==> config.mk <==
export PLATFORM = sky130hd
export DESIGN_NAME = if_fetch
export DESIGN_NICKNAME = d
export VERILOG_FILES = /design/src/rtl/if_fetch.sv
export SDC_FILE = /design/constraint.sdc
export NUM_CORES = 1
export LEC_CHECK = 0
export ABC_AREA = 1
export CAP_MARGIN = 10
export CORE_ASPECT_RATIO = 0.7
export CORE_UTILIZATION = 40
export DETAILED_ROUTE_END_ITERATION = 10
export GPL_TIMING_DRIVEN = 0
export PLACE_DENSITY = 0.81
export SLEW_MARGIN = 10
export SYNTH_ARGS = -nofsm -noshare
export SYNTH_HDL_FRONTEND = slang
export SYNTH_SLANG_ARGS = --single-unit
==> constraint.sdc <==
create_clock -name clk -period 3.05 [get_ports clk]
set_clock_uncertainty 0.05 [all_clocks]
set_input_delay 0.4575 -clock clk [delete_from_list [all_inputs] [get_ports clk]]
set_output_delay 0.4575 -clock clk [all_outputs]
set_load 0.05 [all_outputs]
==> src/rtl/if_fetch.sv <==
// Fetch-stage control: owns the F-stage PC, issues one instruction read at a time
// over a req/addr_ok/data_ok interface and holds the fetched word until decode takes it.
module if_fetch #(
   parameter logic [31:0] RESET_PC = 32'hBFC00000
) (
   input  logic        clk,
   input  logic        rst,
   input  logic [31:0] npc_in,
   input  logic        flush,
   input  logic        id_allowin,
   output logic [31:0] pc_out,
   output logic        inst_req,
   output logic [31:0] inst_addr,
   input  logic        inst_addr_ok,
   input  logic        inst_data_ok,
   input  logic [31:0] inst_rdata,
   output logic        if_valid,
   output logic [31:0] if_inst,
   output logic [31:0] if_pc,
   output logic        if_adel
);

   typedef enum logic [1:0] {
      S_REQ    = 2'd0,
      S_WAIT   = 2'd1,
      S_VALID  = 2'd2,
      S_CANCEL = 2'd3
   } state_t;

   state_t state;
   logic   misaligned;
   logic   accepted;

   assign misaligned = |pc_out[1:0];
   assign inst_req   = (state == S_REQ) && !misaligned && !rst;
   assign inst_addr  = pc_out;
   // addr_ok only counts when a request was actually presented
   assign accepted   = inst_req && inst_addr_ok;

   always_ff @(posedge clk) begin
      if (rst) begin
         state    <= S_REQ;
         pc_out   <= RESET_PC;
         if_valid <= 1'b0;
         if_inst  <= 32'h0;
         if_pc    <= RESET_PC;
         if_adel  <= 1'b0;
      end else begin
         case (state)
            S_REQ: begin
               if (flush) begin
                  pc_out <= npc_in;
                  state  <= accepted ? S_CANCEL : S_REQ;
               end else if (misaligned) begin
                  state    <= S_VALID;
                  if_valid <= 1'b1;
                  if_adel  <= 1'b1;
                  if_inst  <= 32'h0;
                  if_pc    <= pc_out;
               end else if (accepted) begin
                  state <= S_WAIT;
               end
            end
            S_WAIT: begin
               if (flush) begin
                  pc_out <= npc_in;
                  state  <= inst_data_ok ? S_REQ : S_CANCEL;
               end else if (inst_data_ok) begin
                  state    <= S_VALID;
                  if_valid <= 1'b1;
                  if_adel  <= 1'b0;
                  if_inst  <= inst_rdata;
                  if_pc    <= pc_out;
               end
            end
            S_VALID: begin
               if (flush || id_allowin) begin
                  pc_out   <= npc_in;
                  if_valid <= 1'b0;
                  state    <= S_REQ;
               end
            end
            S_CANCEL: begin
               // the cancelled response is swallowed; if_* keep their old contents
               if (flush) pc_out <= npc_in;
               if (inst_data_ok) state <= S_REQ;
            end
            default: state <= S_REQ;
         endcase
      end
   end

endmodule

## Word-level counts from Yosys, hierarchy flattened

Cells that the tools add are included.

| operators by class | value |
|---|---|
| reductions and logical operators | 15 |
| mux-type cells | 32 |
| equality and inequality tests | 12 |

Operators with widths:

| operator | count |
|---|---|
| 2-to-1 mux 32 bit | 10 |
| case mux 32 bit (2 select lines) | 3 |
| 2-to-1 mux 2 bit | 9 |
| inequality test 2 bit, second input constant | 6 |
| case mux 2 bit (4 select lines) | 1 |
| 2-to-1 mux 1 bit | 7 |
| AND reduction 6 bit | 1 |
| AND reduction 5 bit | 1 |
| equality test 2 bit, second input constant | 2 |
| inequality test 4 bit, second input constant | 1 |
| AND reduction 4 bit | 1 |
| logical AND 1 bit | 3 |
| inequality test 3 bit, second input constant | 1 |
| case mux 1 bit (3 select lines) | 1 |
| nonzero test 3 bit | 1 |
| OR reduction 3 bit | 1 |
| equality test 2 x 1 -> 1 bit, second input constant | 1 |
| zero test 1 bit | 2 |
| zero test 2 bit | 1 |
| inequality test 2 x 1 -> 1 bit, second input constant | 1 |
| case mux 1 bit (2 select lines) | 1 |
| AND reduction 2 bit | 1 |
| nonzero test 2 bit | 1 |
| OR reduction 2 bit | 1 |
| logical OR 1 bit | 1 |

| word-level totals | value |
|---|---|
| bits in registers | 100 |
| output and inout port bits | 131 |
| logic and storage cells | 65 |
| bits of input ports | 70 |

## Longest topological paths before layout

Gate-level depths: netlist of the first run.

| logic depth | value |
|---|---|
| depth after elaboration | 9 |
| mapped depth | 9 |
| mapped depth without buffers | 9 |

## Worst setup path before layout of the first run

No wires, ideal clock.

| path | value |
|---|---|
| path type | flip-flop to output port |
| start point | register pc_out[0] (netlist: inst_addr[0]) |
| end point | output port inst_req |
| arrival | 1557 ps |
| cell stages (with the launch flop) | 4 |
| buffers on the path | 0 |
| required time | 2542 ps |
| slack | 986 ps |
| cells stage by stage | dfxtp_1 > nor2_1 > nand2_1 > nor2_1 |

| on the way | value |
|---|---|
| cells in the longest elaborated chain, start to end | 4 |

RTL lines:

| item | RTL line | source |
|---|---|---|
| start: declaration | 11 | `output logic [31:0] pc_out,` |
| start signal: assignment | 52 | `pc_out <= npc_in;` |
| start signal: assignment | 66 | `pc_out <= npc_in;` |
| start signal: assignment | 78 | `pc_out <= npc_in;` |
| OR reduction 2 bit | 34 | `assign misaligned = \|pc_out[1:0];` |
| zero test 1 bit | 35 | `assign inst_req = (state == S_REQ) && !misaligned && !rst;` |
| logical AND 1 bit (2 in series) | 35 |  |
| end: declaration | 12 | `output logic inst_req,` |

No other way between the ends.

## Worst setup path in the final report of the first run

| path | value |
|---|---|
| start point | input port rst |
| end point | output port inst_req |

| on the way | value |
|---|---|
| cells in the longest elaborated chain, start to end | 2 |

RTL lines:

| item | RTL line | source |
|---|---|---|
| start: declaration | 7 | `input logic rst,` |
| zero test 1 bit | 35 |  |
| logical AND 1 bit | 35 |  |

No other way between the ends.

==> flow_summary_export.csv, run 1 <==
group,metric,value,unit
detailed_routing,drt_wl_total,11.7,mm
final_layout,nFillCells,753,
grt,antenna_found_initial,0,
detailed_routing,first_iter_violations,251,
yosys,synth_area_leaders,"dfxtp_1 (52%), nand2_1 (12%), nor2_1 (9.3%), buf_4 (6.4%), o21ai_0 (5.8%)",
pwr,internal_power,2740,uW
critical_path,arrival,2.19,ns
placed_design,dpl.hpwl,8.98,mm
yosys,yosys_register_bits,100,
placed_design,place.gp.congestion,0.830,
timing,fin_tns_setup,0,ns
critical_path,criticalPathCategory,"input port to output pin",
die,die_x,119,um
die,chipHeight,84.1,um
detailed_routing,drtAntennaViolNets,0,
timing,drv_slew,0,
yosys,synth_cell_type_count,22,
die,num_io_pins,201,
grt,grt_pass1_wl,18.1,mm
final_layout,regArea,2000,um^2
timing,slew-limit-headroom,61.6,%
yosys,avgSynthCellArea,7.74,um^2
run,cap_violations,0,
clock_tree,clk_latency,0.34,ns
final_layout,final_cell_mix,"clkdlybuf4s50_1 (200), nand2_1 (121), dfxtp_1 (100), nor2_1 (96), o21ai_0 (45)",
yosys,syn_area,3850,um^2
pwr,power.share.switching,36.4,%
pwr,vdd_drop_max,0.000292,V
timing,worst_pin_slew,0.574,ns
clock_tree,cts_inserted_buffers,9,
detailed_routing,viasPerCell,4.77,
final_layout,layout-drive-gt1-share,10.2,%
die,rows,29,
yosys,syn_inst,498,
placed_design,portBuffers,200,
clock_tree,path_clk_slew,0.07,ns
yosys,seq_area_frac_synth,51.9,%
clock_tree,cts_setup_buffers,0,
pwr,power_leakage,0.00257,uW
die,core_area,9220,um^2
die,initial_utilization,41.8,%
timing,hold_violations,0,
pwr,seq_power_share,35.7,%
timing,fin_crit_sh,88.6,%
critical_path,crit_end,"inst_req",
critical_path,reg2reg_from,"inst_addr[0]$_SDFFE_PP0P_",
die,die-area,10000,um^2
yosys,yosysTopAreaCell,"dfxtp_1",
critical_path,required,2.54,ns
critical_path,setup.worst_path.start,"rst",
clock_tree,cts_resized,0,
critical_path,r2r-end,"if_pc[6]$_SDFFE_PP0P_",
yosys,synth_fp_nets,568,
timing,setup_violations,0,
clock_tree,cts_tree,"done",
pwr,comb_power_share,35.3,%
final_layout,final_common_cell,"clkdlybuf4s50_1",
final_layout,finish.utilization,68.9,%
critical_path,cp-end-kind,"output pin",
critical_path,worstPathMaxFanout,10,
critical_path,rrSetupSlack,1.49,ns
pwr,clkPwrFrac,29.0,%
yosys,netlist.area_leader.share,51.9,%
detailed_routing,num_vias,3998,
clock_tree,clock_sinks,100,
run_status,outcome,"completed",
detailed_routing,wire_per_inst,14.0,um
pwr,power_density,680,nW/um^2
grt,grt_usage,22.9,%
min_path,hold_class,"flip-flop to flip-flop",
pwr,switchingPower,1570,uW
clock_tree,clockBufferDepth,2,
grt,grt_pass1_vias,3751,
detailed_routing,post-route-drc-count,0,
clock_tree,htreeDepth,3,
final_layout,multi_input_area,1390,um^2
clock_tree,cts_hold_buffers,0,
critical_path,startpoint_type,"input port",
timing,layout_min_cycle_time,2.70,ns
grt,grt-ovfl-total,0,
clock_tree,cts_root_buf,"clkbuf_16",
final_layout,area_growth,64.6,%
final_layout,diodes,0,
critical_path,r2r_cells,7,
timing,rsz0062_at_grt,"false",
detailed_routing,firstDrtPassIters,5,
grt,grt_max_degree,18,
timing,max_freq,370,MHz
final_layout,final_nets,779,
yosys,ys.warnings.count,0,
==> power by group through the flow <==
stage          combinational, uW  sequential, uW  clock (uW)
2_1_floorplan                553            2000           0
5_1_grt                     1610            1560        1330
4_1_cts                     1530            1540        1280
6_report                    1520            1540        1250
3_3_place_gp                1500            1560           0
3_5_place_dp                1520            1570           0
==> cell families after synthesis <==
| kind of cell | count (synthesis) | synth area share (%) |
|---|---|---|
| simple gates | 240 | 24.5 |
| flops | 100 | 51.9 |
| compound gates | 87 | 11.5 |
| buf+inv | 71 | 12.1 |
==> worst max-delay path, stage by stage <==
cell and delay (ns):
clkdlybuf4s50_1 0.52, clkbuf_1 0.40, nor2_1 0.10, clkdlybuf4s50_1 0.72
==> area by class of cell <==
class                           count  area share, %
Clock inverter                      6           1.50
Multi-Input combinational cell    327           21.8
Buffer                             61           6.74
Inverter                           10          0.631
Tap cell                          124           2.44
Timing Repair Buffer              200           31.5
Sequential cell                   100           31.5
Clock buffer                       10           3.77
==> stage by stage <==
stage	area, um^2	power (uW)	hold slack [ns]	setup slack (ns)	cells
after detailed placement	6010	3090	0.403	0.334	822
after global routing	6350	4500	0.431	0.217	838
after global placement	6010	3060	0.398	0.325	822
after CTS	6350	4340	0.414	0.335	838
final	6350	4310	0.416	0.349	838
after floorplan	3850	2550	0.429	0.986	498
==> state kept, by name, indices dropped and copies added, names as in the netlist <==
| register | cells |
|---|---|
| if_valid | 1 |
| inst_addr | 32 |
| state | 2 |
| if_pc | 32 |
| if_inst | 32 |
| if_adel | 1 |
==> layer usage <==
layer	up-vias	wire [um]	global-route usage (%)
li1	1971	-	-
met1	1821	4980	28.2
met2	185	5440	38.3
met3	21	1100	7.61
met4	0	199	6.59
met5	-	0	0
==> worst min path at each step <==
stage / from / slack, ns / depth (start not counted) / to
after floorplan: state[1]$_SDFFE_PP0P_ / 0.43 / 2 / state[1]$_SDFFE_PP0P_
after global placement: if_valid$_SDFFE_PP0P_ / 0.40 / 1 / if_valid$_SDFFE_PP0P_
after detailed placement: if_inst[12]$_SDFFE_PP0P_ / 0.40 / 2 / if_inst[12]$_SDFFE_PP0P_
after CTS: if_inst[12]$_SDFFE_PP0P_ / 0.41 / 2 / if_inst[12]$_SDFFE_PP0P_
after global routing: if_inst[12]$_SDFFE_PP0P_ / 0.43 / 2 / if_inst[12]$_SDFFE_PP0P_
final: if_inst[12]$_SDFFE_PP0P_ / 0.42 / 2 / if_inst[12]$_SDFFE_PP0P_
==> cell usage after synthesis, drive strengths merged <==
cell type	number
o21ai	47
dfxtp	100
nor3	1
nand2	122
o21a	1
a21oi	39
and3	1
clkbuf	11
nand4	1
inv	9
nand3	19
clkinv	1
buf	50
nor2	96
Note: power is estimated with default switching activity, not from simulation.
==> run 2: changes to the inputs <==
--- a/config.mk
+++ b/config.mk
@@ -8,10 +8,12 @@
 export ABC_AREA = 1
 export CAP_MARGIN = 10
 export CORE_ASPECT_RATIO = 0.7
+export CORE_MARGIN = 2
 export CORE_UTILIZATION = 40
 export DETAILED_ROUTE_END_ITERATION = 10
 export GPL_TIMING_DRIVEN = 0
 export PLACE_DENSITY = 0.81
+export REMOVE_ABC_BUFFERS = 1
 export SLEW_MARGIN = 10
 export SYNTH_ARGS = -nofsm -noshare
 export SYNTH_HDL_FRONTEND = slang
==> flow_summary_export.csv, run 2 (synthesis gave the netlist of run 1 again) <==
group,metric,value,unit
run_status,outcome,"completed",
placed_design,dpl.hpwl,7.43,mm
final_layout,finish.utilization,63.9,%
pwr,power_leakage,0.00229,uW
timing,max_freq,389,MHz
clock_tree,clockBufferDepth,2,
die,core_area,9220,um^2
final_layout,stdcell_count,778,
final_layout,layout-drive-gt1-share,3.82,%
critical_path,startpoint_type,"flip-flop",
grt,antenna_found_initial,0,
grt,grt_pass1_wl,16.4,mm
grt,grt_max_degree,66,
timing,hold_violations,0,
critical_path,cp_cell_sequence,"nor2_1 > nand2_1 > nor2_1 > clkdlybuf4s50_1",
clock_tree,cts_root_buf,"clkbuf_16",
final_layout,final_nets,719,
detailed_routing,drtAntennaViolNets,0,
timing,slew-limit-headroom,49.5,%
die,chipHeight,86.1,um
clock_tree,path_clk_slew,0.07,ns
critical_path,cp_slowest_cell,"clkdlybuf4s50_1",
final_layout,final_cell_mix,"clkdlybuf4s50_1 (199), nand2_1 (121), dfxtp_1 (100), nor2_1 (96), o21ai_0 (45)",
detailed_routing,first_iter_violations,216,
min_path,hold_class,"flip-flop to flip-flop",
clock_tree,clock_sinks,100,
timing,drv_slew,0,
placed_design,dpl_worst_slack,0.235,ns
clock_tree,cts_inserted_buffers,9,
final_layout,area_growth,52.9,%
placed_design,portBuffers,200,
placed_design,place.gp.congestion,0.790,
timing,worst_pin_slew,0.757,ns
timing,layout_min_cycle_time,2.57,ns
clock_tree,cts_hold_buffers,0,
detailed_routing,drt_wl_total,10.5,mm
die,rows,29,
final_layout,diodes,0,
die,num_io_pins,201,
clock_tree,cts_setup_buffers,0,
critical_path,crit_top_cell,"nor2_1",
clock_tree,htreeDepth,3,
placed_design,dp.cells,762,
critical_path,arrival,2.07,ns
timing,worst_slack,0.477,ns
pwr,power_density,677,nW/um^2
critical_path,worstPathMaxFanout,5,
clock_tree,cts_tree,"done",
detailed_routing,viasPerCell,4.74,
grt,grt_usage,19.8,%
timing,setup_violations,0,
clock_tree,cts_resized,0,
grt,grt_pass1_vias,3395,
critical_path,required,2.54,ns
clock_tree,clk_latency,0.34,ns
detailed_routing,wire_per_inst,13.5,um
critical_path,cp-end-kind,"output pin",
die,initial_utilization,41.8,%
run,cap_violations,0,
detailed_routing,firstDrtPassIters,4,
critical_path,critPathMaxStageDelay,0.82,ns
timing,fin_crit_sh,84.4,%
detailed_routing,num_vias,3685,
pwr,vdd_drop_max,0.000376,V
die,die_x,121,um
final_layout,final_common_cell,"clkdlybuf4s50_1",
critical_path,criticalPathCategory,"flip-flop to output pin",
detailed_routing,post-route-drc-count,0,
timing,rsz0062_at_grt,"false",
die,die-area,10500,um^2
grt,grt-ovfl-total,0,
-- run 2: cell types whose count changed in the layout (fill, tap and decap cells not counted), sizes merged --
cell           change
clkbuf            -11
clkdlybuf4s50      -1
clkinvlp           +2
buf               -48
bufinv             -2
-- run 2: final timing paths --
| check | start | end | slack (ns) | depth (start not counted) |
|---|---|---|---|---|
| setup reg to reg | inst_addr[0]$_SDFFE_PP0P_ | if_pc[16]$_SDFFE_PP0P_ | 0.98 | 6 |
| setup / recovery | inst_addr[0]$_SDFFE_PP0P_ | inst_req | 0.48 | 4 |
| hold reg to reg | if_pc[0]$_SDFFE_PP0P_ | if_pc[0]$_SDFFE_PP0P_ | 0.42 | 2 |
| hold / removal | if_pc[0]$_SDFFE_PP0P_ | if_pc[0]$_SDFFE_PP0P_ | 0.42 | 2 |
-- run 2: routing by layer --
layer	wire length (um)	share of wire (%)	up-vias	GRT usage (%)
met1	4390	42	1670	23.1
li1	-	-	1854	-
met5	0	0	-	0
met4	194	1.8	0	6.79
met3	822	7.8	16	6.05
met2	5110	49	145	34.6
-- run 2: metrics by stage --
step                      instance area, um^2  power, uW  TNS [ns]  hold WS [ns]
after floorplan                          3430       2430         0         0.423
final                                    5890       3990         0         0.417
after CTS                                5890       4020         0         0.415
after detailed placement                 5620       2970         0         0.407
after global placement                   5580       2940    -76.86         0.401
after global routing                     5890       4180         0         0.437
-- run 2: final cells by class --
cell class	instances	area, um^2
fillers	782	3320
repair buffers	201	2020
flip-flops and latches	100	2000
multi-input cells	327	1390
clock buffers	10	229
well taps	124	155
clock inverters	6	48.8
inverters	10	41.3
-- run 2: power by group --
group          switching, uW  internal, uW  total, uW
Combinational            942           464       1410
Sequential              90.1          1440       1530
Clock                    490           562       1050
Total                   1520          2470       3990
-- run 2: critical path, delay by kind of cell, from the launching register on --
kind / cells / cell delay, ns
AND/OR/NAND/NOR: 3 / 0.55
buffers and inverters: 1 / 0.82
flip-flops: 1 / 0.37
==> run 3: changes to the inputs <==
--- a/config.mk
+++ b/config.mk
@@ -9,10 +9,10 @@
 export CAP_MARGIN = 10
 export CORE_ASPECT_RATIO = 0.7
 export CORE_MARGIN = 2
-export CORE_UTILIZATION = 40
+export CORE_UTILIZATION = 36
 export DETAILED_ROUTE_END_ITERATION = 10
 export GPL_TIMING_DRIVEN = 0
-export PLACE_DENSITY = 0.81
+export PLACE_DENSITY = 0.77
 export REMOVE_ABC_BUFFERS = 1
 export SLEW_MARGIN = 10
 export SYNTH_ARGS = -nofsm -noshare
==> constraint.sdc (replaced) <==
create_clock -name clk -period 2.2 [get_ports clk]
set_clock_uncertainty 0.05 [all_clocks]
set_input_delay 0.33 -clock clk [delete_from_list [all_inputs] [get_ports clk]]
set_output_delay 0.33 -clock clk [all_outputs]
set_load 0.05 [all_outputs]
==> flow_summary_export.csv, run 3 (synthesis gave the netlist of run 1 again) <==
group,metric,value,unit
critical_path,worstPathMaxFanout,32,
pwr,power_density,966,nW/um^2
critical_path,r2r_cells,7,
timing,drv_slew,0,
pwr,vdd_drop_max,0.000503,V
critical_path,criticalPathCategory,"flip-flop to flip-flop",
final_layout,layout-drive-gt1-share,3.98,%
final_layout,stdcell_count,786,
die,chipHeight,90.6,um
die,core_area,10400,um^2
final_layout,multi_input_area,1400,um^2
final_layout,regArea,2000,um^2
grt,grt-ovfl-total,0,
timing,rsz0062_at_grt,"false",
detailed_routing,drtAntennaViolNets,0,
die,initial_utilization,37.1,%
critical_path,arrival,2.26,ns
placed_design,place.gp.congestion,0.805,
timing,fin_tns_setup,0,ns
placed_design,placed_area,5630,um^2
pwr,power_leakage,0.00231,uW
detailed_routing,wire_per_inst,13.7,um
grt,grt_usage,18.2,%
critical_path,startpoint_type,"flip-flop",
clock_tree,clock_sinks,100,
critical_path,setup.worst_path.start,"state[1]$_SDFFE_PP0P_",
final_layout,diodes,0,
die,num_io_pins,201,
final_layout,final_cell_mix,"clkdlybuf4s50_1 (198), nand2_1 (121), dfxtp_1 (100), nor2_1 (96), o21ai_0 (45)",
placed_design,dpl.hpwl,7.36,mm
final_layout,post-route-cell-area,5950,um^2
final_layout,area_growth,54.4,%
clock_tree,htreeDepth,3,
critical_path,required,2.42,ns
die,die_x,128,um
timing,slew-limit-headroom,48.4,%
run,cap_violations,0,
min_path,hold_path_depth,2,
timing,max_freq,490,MHz
critical_path,cp-end-kind,"flip-flop",
timing,hold_violations,0,
clock_tree,clk_latency,0.33,ns
clock_tree,cts_setup_buffers,0,
timing,hold_slack,0.415,ns
final_layout,final_nets,719,
detailed_routing,drt_wl_total,10.8,mm
detailed_routing,firstDrtPassIters,4,
clock_tree,clockBufferDepth,2,
min_path,hold_class,"flip-flop to flip-flop",
clock_tree,cts_tree,"done",
grt,grt_pass1_vias,3386,
detailed_routing,num_vias,3662,
critical_path,r2r-end,"inst_addr[23]$_SDFFE_PP1P_",
clock_tree,path_clk_slew,0.07,ns
final_layout,nFillCells,929,
timing,fin_crit_sh,92.7,%
grt,antenna_found_initial,0,
timing,setup_violations,0,
detailed_routing,post-route-drc-count,0,
die,die-area,11600,um^2
timing,layout_min_cycle_time,2.04,ns
clock_tree,cts_hold_buffers,0,
final_layout,final_common_cell,"clkdlybuf4s50_1",
die,rows,31,
grt,grt_pass1_wl,17.0,mm
grt,grt_max_degree,66,
placed_design,portBuffers,200,
detailed_routing,first_iter_violations,221,
clock_tree,cts_resized,2,
run_status,outcome,"completed",
critical_path,reg2reg_from,"state[1]$_SDFFE_PP0P_",
clock_tree,cts_root_buf,"clkbuf_16",
critical_path,rrSetupSlack,0.16,ns
clock_tree,cts_inserted_buffers,9,
placed_design,dp.cells,770,
timing,worst_pin_slew,0.774,ns
min_path,holdCritStartpoint,"if_inst[29]$_SDFFE_PP0P_",
min_path,min_to,"if_inst[29]$_SDFFE_PP0P_",
detailed_routing,viasPerCell,4.66,
## run 3: changes by cell type in the layout (fill, tap and decap cells not counted)
cell             before  now
clkinv_2              2    1
clkdlybuf4s50_1     199  198
nand2_4               1    0
bufinv_16             0    2
inv_6                 1    0
nand2_8               0    1
clkbuf_2              0    1
## run 3: how the worst max path moves through the flow
stage / slack [ns] / cells past startpoint / endpoint
2_1_floorplan: -0.01 / 6 / if_adel$_SDFFE_PP0P_
3_3_place_gp: -2.49 / 8 / state[1]$_SDFFE_PP0P_
3_5_place_dp: -0.52 / 8 / state[0]$_SDFFE_PP0P_
4_1_cts: 0.02 / 7 / if_adel$_SDFFE_PP0P_
5_1_grt: 0.03 / 7 / inst_addr[23]$_SDFFE_PP1P_
6_report: 0.16 / 7 / inst_addr[23]$_SDFFE_PP1P_
## run 3: stage by stage
step                total power, uW  worst slack (ns)  utilization [%]
global route                   6010            0.0267             57.3
detailed placement             4120            -0.524             54.1
CTS                            5790            0.0230             57.2
floorplan                      3370           -0.0114                -
finish                         5750             0.161             57.3
global placement               4080             -2.49             53.8
## run 3: cell type report
cell class | count | share of cell area (%)
inverters | 10 | 0.799
repair buffers | 201 | 33.9
clock buffers | 10 | 3.85
flip-flops and latches | 100 | 33.6
clock inverters | 6 | 1.49
well taps | 132 | 2.77
multi-input cells | 327 | 23.5
## run 3: critical path, stage by stage (launching register included)
cell	delay, ns
dfxtp_1	0.40
inv_1	0.10
nor2_1	0.26
a21oi_4	0.21
buf_16	0.21
inv_2	0.45
nand2_1	0.17
nand3_1	0.11
## run 3: report_power, final
part	internal (uW)	switching [uW]	total, uW
Sequential	2000	128	2130
Combinational	642	1310	1950
Clock	997	678	1680
Total	3640	2110	5750
## run 3: per-layer routing
layer / GRT usage [%] / part of all wire (%) / vias up
met5: 0 / 0 / -
met4: 6.04 / 2.2 / 0
met3: 4.44 / 5.9 / 22
met2: 29.9 / 47 / 146
met1: 23.4 / 45 / 1645
li1: - / - / 1849
